<file path="src/rtl/icdf_lut_arbiter_if.sv">
// Bundle of the arbiter's requester, LUT and response signals.
// The arbiter takes the slave side; whoever drives requesters and models the LUT takes master.
interface icdf_lut_arbiter_if #(
    parameter int N_REQ  = 4,
    parameter int CDF_W  = 32,
    parameter int ICDF_W = 13
);
    localparam int ID_W = $clog2(N_REQ);

    logic                    en;
    logic [N_REQ-1:0]        req_valid;
    logic [N_REQ*CDF_W-1:0]  req_cdf;
    logic [N_REQ-1:0]        req_ready;
    logic [CDF_W-1:0]        lut_cdf;
    logic [ICDF_W-1:0]       lut_icdf;
    logic                    rsp_valid;
    logic [ID_W-1:0]         rsp_id;
    logic [ICDF_W-1:0]       rsp_icdf;
    logic [15:0]             issue_cnt;
    logic                    busy;

    modport slave (
        input  en, req_valid, req_cdf, lut_icdf,
        output req_ready, lut_cdf, rsp_valid, rsp_id, rsp_icdf, issue_cnt, busy
    );

    modport master (
        output en, req_valid, req_cdf, lut_icdf,
        input  req_ready, lut_cdf, rsp_valid, rsp_id, rsp_icdf, issue_cnt, busy
    );
endinterface

</file>
<file path="src/rtl/icdf_lut_arbiter.sv">
// Round-robin arbiter sharing one ICDF LUT between N_REQ sample producers.
// A tag pipeline matched to the LUT latency returns each result with its requester id.
module icdf_lut_arbiter #(
    parameter int N_REQ   = 4,
    parameter int LUT_LAT = 1,
    parameter int CDF_W   = 32,
    parameter int ICDF_W  = 13
) (
    input  logic               clk,
    input  logic               rst_n,
    icdf_lut_arbiter_if.slave  bus
);
    localparam int ID_W = $clog2(N_REQ);
    localparam int LAST = LUT_LAT - 1;

    logic [ID_W-1:0]    ptr_reg;
    logic [ID_W-1:0]    grant_id;
    logic               grant_any;
    logic [ID_W:0]      scan_idx;
    logic [CDF_W-1:0]   cdf_lane [N_REQ];

    logic [LUT_LAT-1:0] tag_valid_reg;
    logic [LUT_LAT-1:0] tag_valid_next;
    logic [ID_W-1:0]    tag_id_reg [LUT_LAT];

    logic               rsp_valid_reg;
    logic [ID_W-1:0]    rsp_id_reg;
    logic [ICDF_W-1:0]  rsp_icdf_reg;
    logic [15:0]        issue_cnt_reg;
    logic               busy_reg;

    // Slice the flat cdf bus into lanes and decode the one-hot grant.
    genvar gi;
    generate
        for (gi = 0; gi < N_REQ; gi++) begin : g_lane
            assign cdf_lane[gi]      = bus.req_cdf[gi*CDF_W +: CDF_W];
            assign bus.req_ready[gi] = grant_any && (grant_id == ID_W'(gi));
        end
    endgenerate

    // Scan from ptr upward (mod N_REQ); iterating backwards lets the nearest valid requester win.
    always_comb begin
        grant_any = 1'b0;
        grant_id  = '0;
        scan_idx  = '0;
        for (int k = N_REQ - 1; k >= 0; k--) begin
            scan_idx = {1'b0, ptr_reg} + (ID_W+1)'(k);
            if (scan_idx >= (ID_W+1)'(N_REQ)) begin
                scan_idx = scan_idx - (ID_W+1)'(N_REQ);
            end
            if (bus.en && bus.req_valid[scan_idx[ID_W-1:0]]) begin
                grant_any = 1'b1;
                grant_id  = scan_idx[ID_W-1:0];
            end
        end
    end

    assign bus.lut_cdf = grant_any ? cdf_lane[grant_id] : '0;

    // Valid bits as they will be after the next edge; busy looks one edge ahead with these.
    assign tag_valid_next[0] = grant_any;
    generate
        for (gi = 1; gi < LUT_LAT; gi++) begin : g_shift
            assign tag_valid_next[gi] = tag_valid_reg[gi-1];
        end
    endgenerate

    // Tag pipeline: stage 0 captures the current grant, later stages shift once per cycle.
    always_ff @(posedge clk or negedge rst_n) begin
        if (!rst_n) begin
            tag_valid_reg <= '0;
            for (int s = 0; s < LUT_LAT; s++) begin
                tag_id_reg[s] <= '0;
            end
        end else begin
            tag_valid_reg <= tag_valid_next;
            tag_id_reg[0] <= grant_id;
            for (int s = 1; s < LUT_LAT; s++) begin
                tag_id_reg[s] <= tag_id_reg[s-1];
            end
        end
    end

    // Round-robin pointer moves just past the requester that transferred.
    always_ff @(posedge clk or negedge rst_n) begin
        if (!rst_n) begin
            ptr_reg <= '0;
        end else if (grant_any) begin
            ptr_reg <= (grant_id == ID_W'(N_REQ - 1)) ? '0 : grant_id + ID_W'(1);
        end
    end

    // Response register: icdf is only captured when the matching tag arrives, otherwise held.
    always_ff @(posedge clk or negedge rst_n) begin
        if (!rst_n) begin
            rsp_valid_reg <= 1'b0;
            rsp_id_reg    <= '0;
            rsp_icdf_reg  <= '0;
        end else begin
            rsp_valid_reg <= tag_valid_reg[LAST];
            rsp_id_reg    <= tag_id_reg[LAST];
            if (tag_valid_reg[LAST]) begin
                rsp_icdf_reg <= bus.lut_icdf;
            end
        end
    end

    // Accepted-sample counter (free-running wrap) and in-flight indicator.
    always_ff @(posedge clk or negedge rst_n) begin
        if (!rst_n) begin
            issue_cnt_reg <= '0;
            busy_reg      <= 1'b0;
        end else begin
            if (grant_any) begin
                issue_cnt_reg <= issue_cnt_reg + 16'd1;
            end
            busy_reg <= (|tag_valid_next) | tag_valid_reg[LAST];
        end
    end

    assign bus.rsp_valid = rsp_valid_reg;
    assign bus.rsp_id    = rsp_id_reg;
    assign bus.rsp_icdf  = rsp_icdf_reg;
    assign bus.issue_cnt = issue_cnt_reg;
    assign bus.busy      = busy_reg;
endmodule
</file>
<file path="src/flat_wrapper.sv">
// flat-port wrapper written by rule: the top's interface ports become plain ports
module icdf_lut_arbiter_flat 
#(
    parameter int N_REQ   = 4,
    parameter int LUT_LAT = 1,
    parameter int CDF_W   = 32,
    parameter int ICDF_W  = 13
)
  (clk, rst_n, bus_en, bus_req_valid, bus_req_cdf, bus_lut_icdf, bus_req_ready, bus_lut_cdf, bus_rsp_valid, bus_rsp_id, bus_rsp_icdf, bus_issue_cnt, bus_busy);
  icdf_lut_arbiter_if #(.N_REQ(N_REQ), .CDF_W(CDF_W), .ICDF_W(ICDF_W)) bus_i ();
  input  logic clk;
  input  logic rst_n;
  input wire logic [$bits(bus_i.en)-1:0] bus_en;
  input wire logic [$bits(bus_i.req_valid)-1:0] bus_req_valid;
  input wire logic [$bits(bus_i.req_cdf)-1:0] bus_req_cdf;
  input wire logic [$bits(bus_i.lut_icdf)-1:0] bus_lut_icdf;
  output wire logic [$bits(bus_i.req_ready)-1:0] bus_req_ready;
  output wire logic [$bits(bus_i.lut_cdf)-1:0] bus_lut_cdf;
  output wire logic [$bits(bus_i.rsp_valid)-1:0] bus_rsp_valid;
  output wire logic [$bits(bus_i.rsp_id)-1:0] bus_rsp_id;
  output wire logic [$bits(bus_i.rsp_icdf)-1:0] bus_rsp_icdf;
  output wire logic [$bits(bus_i.issue_cnt)-1:0] bus_issue_cnt;
  output wire logic [$bits(bus_i.busy)-1:0] bus_busy;
  assign bus_i.en = bus_en;
  assign bus_i.req_valid = bus_req_valid;
  assign bus_i.req_cdf = bus_req_cdf;
  assign bus_i.lut_icdf = bus_lut_icdf;
  assign bus_req_ready = bus_i.req_ready;
  assign bus_lut_cdf = bus_i.lut_cdf;
  assign bus_rsp_valid = bus_i.rsp_valid;
  assign bus_rsp_id = bus_i.rsp_id;
  assign bus_rsp_icdf = bus_i.rsp_icdf;
  assign bus_issue_cnt = bus_i.issue_cnt;
  assign bus_busy = bus_i.busy;
  icdf_lut_arbiter #(.N_REQ(N_REQ), .LUT_LAT(LUT_LAT), .CDF_W(CDF_W), .ICDF_W(ICDF_W)) u_core (.clk(clk), .rst_n(rst_n), .bus(bus_i));
endmodule
</file>
<file path="config.mk">
export PLATFORM = sky130hd
export DESIGN_NAME = icdf_lut_arbiter_flat
export DESIGN_NICKNAME = d
export VERILOG_FILES = /design/src/rtl/icdf_lut_arbiter_if.sv /design/src/rtl/icdf_lut_arbiter.sv /design/src/flat_wrapper.sv
export SDC_FILE = /design/constraint.sdc
export NUM_CORES = 1
export LEC_CHECK = 0
export CAP_MARGIN = 20
export CORE_UTILIZATION = 38
export DETAILED_ROUTE_END_ITERATION = 8
export PLACE_DENSITY = 0.95
export SLEW_MARGIN = 25
export SYNTH_ARGS = -nofsm -noshare
export SYNTH_HDL_FRONTEND = slang
export SYNTH_SLANG_ARGS = --single-unit
</file>
<file path="constraint.sdc">
create_clock -name clk -period 3.4 [get_ports clk]
set_input_delay 0.34 -clock clk [delete_from_list [all_inputs] [get_ports clk]]
set_output_delay 0.34 -clock clk [all_outputs]
set_load 0.02 [all_outputs]
</file>
* After elaboration in Yosys (flattened, before gate mapping)
Cells that the tools add are included.
** Word-level totals
- Flip-flop bits (word level) :: 38
- Input port bits :: 148
- Output and inout bits :: 69
** Operators by class
- Muxes and demuxes :: 25
- Reductions and logical operators :: 9
- $lt $le $gt $ge :: 9
- Eq/ne operators :: 3
- Bitwise operators :: 2
- Add/subtract/negate cells :: 9
** Operator list (count)
- 32-bit two-way mux :: 3
- 32-bit binary-select mux with 2-bit select :: 1
- 2-bit two-way mux :: 9
- 16-bit by 1-bit adder with 16-bit output, second input constant :: 1
- 3-bit greater-or-equal comparator, second input constant :: 4
- 2-bit by 3-bit < comparator with 1-bit output, second input constant :: 4
- 1-bit binary-select mux with 2-bit select :: 4
- 1-bit logical AND :: 8
- 1-bit two-way mux :: 8
- 2-bit by 1-bit subtractor with 2-bit output, second input constant :: 4
- 2-bit by 2-bit adder with 3-bit output, second input constant :: 2
- 2-bit equality test, second input constant :: 2
- 2-bit by 1-bit adder with 3-bit output, second input constant :: 1
- 2-bit by 3-bit greater-or-equal comparator with 1-bit output, second input constant :: 1
- 2-bit inverter with 3-bit output :: 1
- 2-bit by 1-bit adder with 2-bit output, second input constant :: 1
- 2-bit by 1-bit equality test with 1-bit output, second input constant :: 1
- 2-bit logical NOT :: 1
- 1-bit OR :: 1

* Longest topological paths before layout
- Word-level depth :: 15
- Depth in mapped cells :: 10
- Gate-level depth less buffers :: 7

* Worst setup path before layout
OpenSTA, ideal clock, no wires.
- Path kind :: register to output
- Start :: register u_core.ptr_reg[1]
- End :: output port bus_lut_cdf[10]
- Setup slack :: 1.078 ns
- Path buffers :: 2
- Arrival :: 1.982 ns
- Stages on the path, launching flop included :: 8
- Path through :: dfrtp_1 buf_2 nor2b_1 o21ai_1 a221oi_2 buf_2 mux2_2 mux2i_1
** Between the ends
- Cells in the longest elaborated chain, start to end :: 15
** RTL lines
- start: declaration :: RTL line icdf_lut_arbiter.sv:16 : logic [ID_W-1:0] ptr_reg;
- start signal: assignment :: RTL line icdf_lut_arbiter.sv:89 : ptr_reg <= (grant_id == ID_W'(N_REQ - 1)) ? '0 : grant_id + ID_W'(1);
- 2-bit by 2-bit adder with 3-bit output :: RTL line icdf_lut_arbiter.sv:47 : scan_idx = {1'b0, ptr_reg} + (ID_W+1)'(k);
- 3-bit greater-or-equal comparator or 2-bit by 1-bit subtractor with 2-bit output (tied branches) :: RTL line icdf_lut_arbiter.sv:48, icdf_lut_arbiter.sv:49
- 2-bit two-way mux :: RTL line icdf_lut_arbiter.sv:48 : if (scan_idx >= (ID_W+1)'(N_REQ)) begin
- 1-bit binary-select mux with 2-bit select :: RTL line icdf_lut_arbiter.sv:51 : if (bus.en && bus.req_valid[scan_idx[ID_W-1:0]]) begin
- 1-bit two-way mux (implied by the code) :: RTL line icdf_lut_arbiter.sv:51
- 1-bit logical AND :: RTL line icdf_lut_arbiter.sv:51
- 2-bit two-way mux (4 in series) :: RTL line icdf_lut_arbiter.sv:51
- 2-bit inverter with 3-bit output (implied by the code) :: RTL line icdf_lut_arbiter.sv:58 : assign bus.lut_cdf = grant_any ? cdf_lane[grant_id] : '0;
- 32-bit binary-select mux with 2-bit select :: RTL line icdf_lut_arbiter.sv:58
- 32-bit two-way mux (implied by the code) (2 in series) :: RTL line icdf_lut_arbiter.sv:58
- 32-bit two-way mux * :: RTL line icdf_lut_arbiter.sv:58
- end: declaration :: RTL line flat_wrapper.sv:18 : output wire logic [$bits(bus_i.lut_cdf)-1:0] bus_lut_cdf;
Mark *: on every way between the ends. The rest lies on a longest branch, timed or not. The select of a mux whose other input is x is not followed.

* Worst setup path in the final report
- Start :: input port bus_req_valid[1]
- End :: output port bus_lut_cdf[12]
** Between the ends
- Cells in the longest elaborated chain, start to end :: 12
** RTL lines
- start: declaration :: RTL line flat_wrapper.sv:14 : input wire logic [$bits(bus_i.req_valid)-1:0] bus_req_valid;
- 1-bit binary-select mux with 2-bit select :: RTL line icdf_lut_arbiter.sv:51
- 1-bit two-way mux (implied by the code) :: RTL line icdf_lut_arbiter.sv:51
- 1-bit logical AND :: RTL line icdf_lut_arbiter.sv:51
- 2-bit two-way mux (4 in series) :: RTL line icdf_lut_arbiter.sv:51
- 2-bit inverter with 3-bit output (implied by the code) :: RTL line icdf_lut_arbiter.sv:58
- 32-bit binary-select mux with 2-bit select :: RTL line icdf_lut_arbiter.sv:58
- 32-bit two-way mux (implied by the code) (2 in series) :: RTL line icdf_lut_arbiter.sv:58
- 32-bit two-way mux * :: RTL line icdf_lut_arbiter.sv:58
Marks and branches as above.

==> impl_metrics.env <==
export IMPL_area_sequential_um2=950.9
export IMPL_floorplan_die_width_um=91.78
export IMPL_power_density_cell_area_nw_per_um2=413.2
export IMPL_path_class="primary input to primary output"
export IMPL_num_fill_cells=538
export IMPL_slew_viol_final=0
export IMPL_io_buffer_count=216
export IMPL_cts_htree_levels=2
export IMPL_avg_synthesized_cell_area_um2=9.755
export IMPL_timing_critical_path_mode_cell="clkdlybuf4s50_1"
export IMPL_maximum_number_of_pins_on_one_net_before_global_route_repair=59
export IMPL_route_antenna_remaining_nets=0
export IMPL_yosysUniqueCellTypes=36
export IMPL_mapped_cells=314
export IMPL_synth_cell_area_um2=3063
export IMPL_grt_setup_unrepaired="yes"
export IMPL_path_delay_family="buffers and inverters"
export IMPL_slew_headroom_pct=57.41
export IMPL_initial_core_util_pct=39.43
export IMPL_dpl_hpwl_mm=7.859
export IMPL_setup_total_negative_slack_ns=0
export IMPL_design_die_area_um2=8424
export IMPL_cts_root_to_sink_buffers=2
export IMPL_detail_route_wl_per_cell_um=15.45
export IMPL_finalSetupViolCount=0
export IMPL_worst_setup_hold_path_clk_slew_ns=0.07
export IMPL_p_total_mw=2.276
export IMPL_layout_drive_gt1_share_pct=13.48
export IMPL_tightest_slew_ns=0.6308
export IMPL_crit_slowest_cell="clkdlybuf4s50_1"
export IMPL_largest_register_ff_count=16
export IMPL_min_delay_path_class="register to register"
export IMPL_critical_path_buf_inv_count=3
export IMPL_dr_total_vias=3175
export IMPL_post_route_period_util_pct=97.81
export IMPL_worstSetupStartpointType="primary input"
export IMPL_rows=32
export IMPL_max_freq_mhz=300.7
export IMPL_clock_net_sink_count=38
export IMPL_ff_latch_count_synth=38
export IMPL_violation_count_after_the_first_detailed_route_iteration=103
export IMPL_post_route_non_filler_standard_cell_count=636
export IMPL_clock_tree_root_cell="clkbuf_8"
export IMPL_worstPathArrival_ns=2.99
export IMPL_synth_edff_count=0
export IMPL_drt_total_wl_mm=9.828
export IMPL_cts_buffers_inserted=5
export IMPL_report_final_hold_viol_count=0
export IMPL_yosys_most_used_dff="dfrtp_1"
export IMPL_globalRouteOverflowTotal=0
export IMPL_grt_pass1_vias=3255
export IMPL_placed_cells_incl_taps=628
export IMPL_ctsHoldBuffers=0
export IMPL_floorplan_die_height_um=91.78
export IMPL_ioPinCount=217
export IMPL_cp_max_fo=58
export IMPL_antenna_cells_inserted=0
export IMPL_synth_most_common_cell="nand2_1"
export IMPL_p_leak_nw=2.250
export IMPL_critPathRequiredTime_ns=3.06
export IMPL_drcViolationCount=0
export IMPL_multi_input_area_um2=1949
export IMPL_viasPerCell=4.992
export IMPL_nature_of_the_critical_path_endpoint="primary output"
export IMPL_core_region_area_um2=7767
export IMPL_synth_cells_most_frequent="nand2_1, mux2i_1, dfrtp_1, mux2_2, xnor2_1"
export IMPL_tritoncts="done"
export IMPL_drtPass1Iterations=4
export IMPL_clock_latency_ns=0.29
export IMPL_antenna_found_initial=0
export IMPL_fin_skew_ns=0.008215
export IMPL_synth_top_area_cell="dfrtp_1"
export IMPL_worst_vdd_drop_uv=168.1
export IMPL_synth_async_reset_ratio_pct=100.0
export IMPL_sequence_of_cells_on_the_critical_path="clkdlybuf4s50_1, nor2b_1, o21ai_1, a221oi_4, buf_12, mux2_2, mux2i_1, clkdlybuf4s50_1"
export IMPL_post_synth_main_area_contributors="dfrtp_1, mux2i_1, mux2_2"
export IMPL_cap_violations=0
export IMPL_grt_pass1_wl_mm=15.52
export IMPL_syn_nets=467
export IMPL_layout_nets=686
export IMPL_slowest_delay_ns=0.65
export IMPL_global_route_usage_over_all_layers_pct=23.16
export IMPL_netlist_area_leader_share_pct=31.05
export IMPL_timing_final_crit_period_ns=3.325
export IMPL_synthToLayoutAreaGrowth_pct=79.86
export IMPL_holdWs_ns=0.3631
export IMPL_status="finished, final reports clean"
export IMPL_synthesis_yosys_warnings=0
export IMPL_final_core_util_pct=70.92
export IMPL_finalWeightedCongestion=0.8592
export IMPL_proportion_of_synthesized_chip_area_in_sequential_cells_pct=31.05
==> kinds of logic (layout without fill, tap and decap cells) <==
family / after synthesis / count (layout) / synth area share (%)
AO/OA/AOI/OAI: 13 / 13 / 3.921
XOR/XNOR: 15 / 15 / 4.289
adder cells (fa/ha/maj): 5 / 5 / 2.042
buffers and inverters: 29 / 249 / 6.127
flip-flops: 38 / 38 / 31.05
multiplexers: 109 / 109 / 37.46
AND/OR/NAND/NOR: 105 / 105 / 15.11
==> final timing paths <==
| path | start | slack (ns) | cells after the start | to |
|---|---|---|---|---|
| hold / removal | u_core.tag_id_reg[0]$_DFF_PN0_ | 0.36 | 0 | u_core.bus.rsp_id[0]$_DFF_PN0_ |
| max in group asynchronous | rst_n | 2.58 | 2 | u_core.bus.rsp_id[0]$_DFF_PN0_ |
| setup / recovery | bus_req_valid[1] | 0.07 | 8 | bus_lut_cdf[12] |
| min in group asynchronous | rst_n | 0.48 | 2 | u_core.bus.issue_cnt[7]$_DFFE_PN0P_ |
| setup reg to reg | u_core.ptr_reg[0]$_DFFE_PN0P_ | 1.29 | 8 | u_core.ptr_reg[1]$_DFFE_PN0P_ |
| hold reg to reg | u_core.tag_id_reg[0]$_DFF_PN0_ | 0.36 | 0 | u_core.bus.rsp_id[0]$_DFF_PN0_ |
==> routing by layer <==
layer	global-route usage [%]	part of all wire (%)	up-vias
met3	3.980	6.6	9
li1	-	-	1522
met5	0	0	-
met2	45.80	54	148
met1	25.51	38	1496
met4	5.078	1.2	0
==> cells in the final DEF (no fill, tap or decap), types with 6 or more instances in the layout <==
cell,instances
clkdlybuf4s50_1,211
nand2_1,77
mux2i_1,64
mux2_2,38
dfrtp_1,38
buf_4,14
xnor2_1,12
mux2_1,7
nand3_1,6
clkbuf_8,6
==> power by group <==
group          internal (mW)  switching (mW)  total [mW]
Clock                  0.163           0.151       0.314
Sequential             0.535          0.0933       0.628
Combinational          0.725           0.609        1.33
==> what timing repair did <==
item                                    CTS  global route
endpoints found under the hold margin     0             0
buffers inserted                          0             0
resized for setup                         0             5
endpoints found under the setup margin    0            12
==> through the flow <==
step | worst slack [ns] | instance area (µm²)
after floorplan | 1.078 | 3063
after global placement | 0.1404 | 5401
after detailed placement | 0.07636 | 5401
after CTS | 0.05184 | 5497
after global routing | -0.03190 | 5509
final | 0.07456 | 5509
==> cell type report <==
class	count	share of cell area, %
Multi-Input combinational cell	247	35.38
Timing Repair Buffer	234	42.83
Clock buffer	6	1.499
Sequential cell	38	17.26
Tap cell	102	2.317
Clock inverter	2	0.2271
Inverter	7	0.4769
Note: power is estimated with default switching activity, not from simulation.
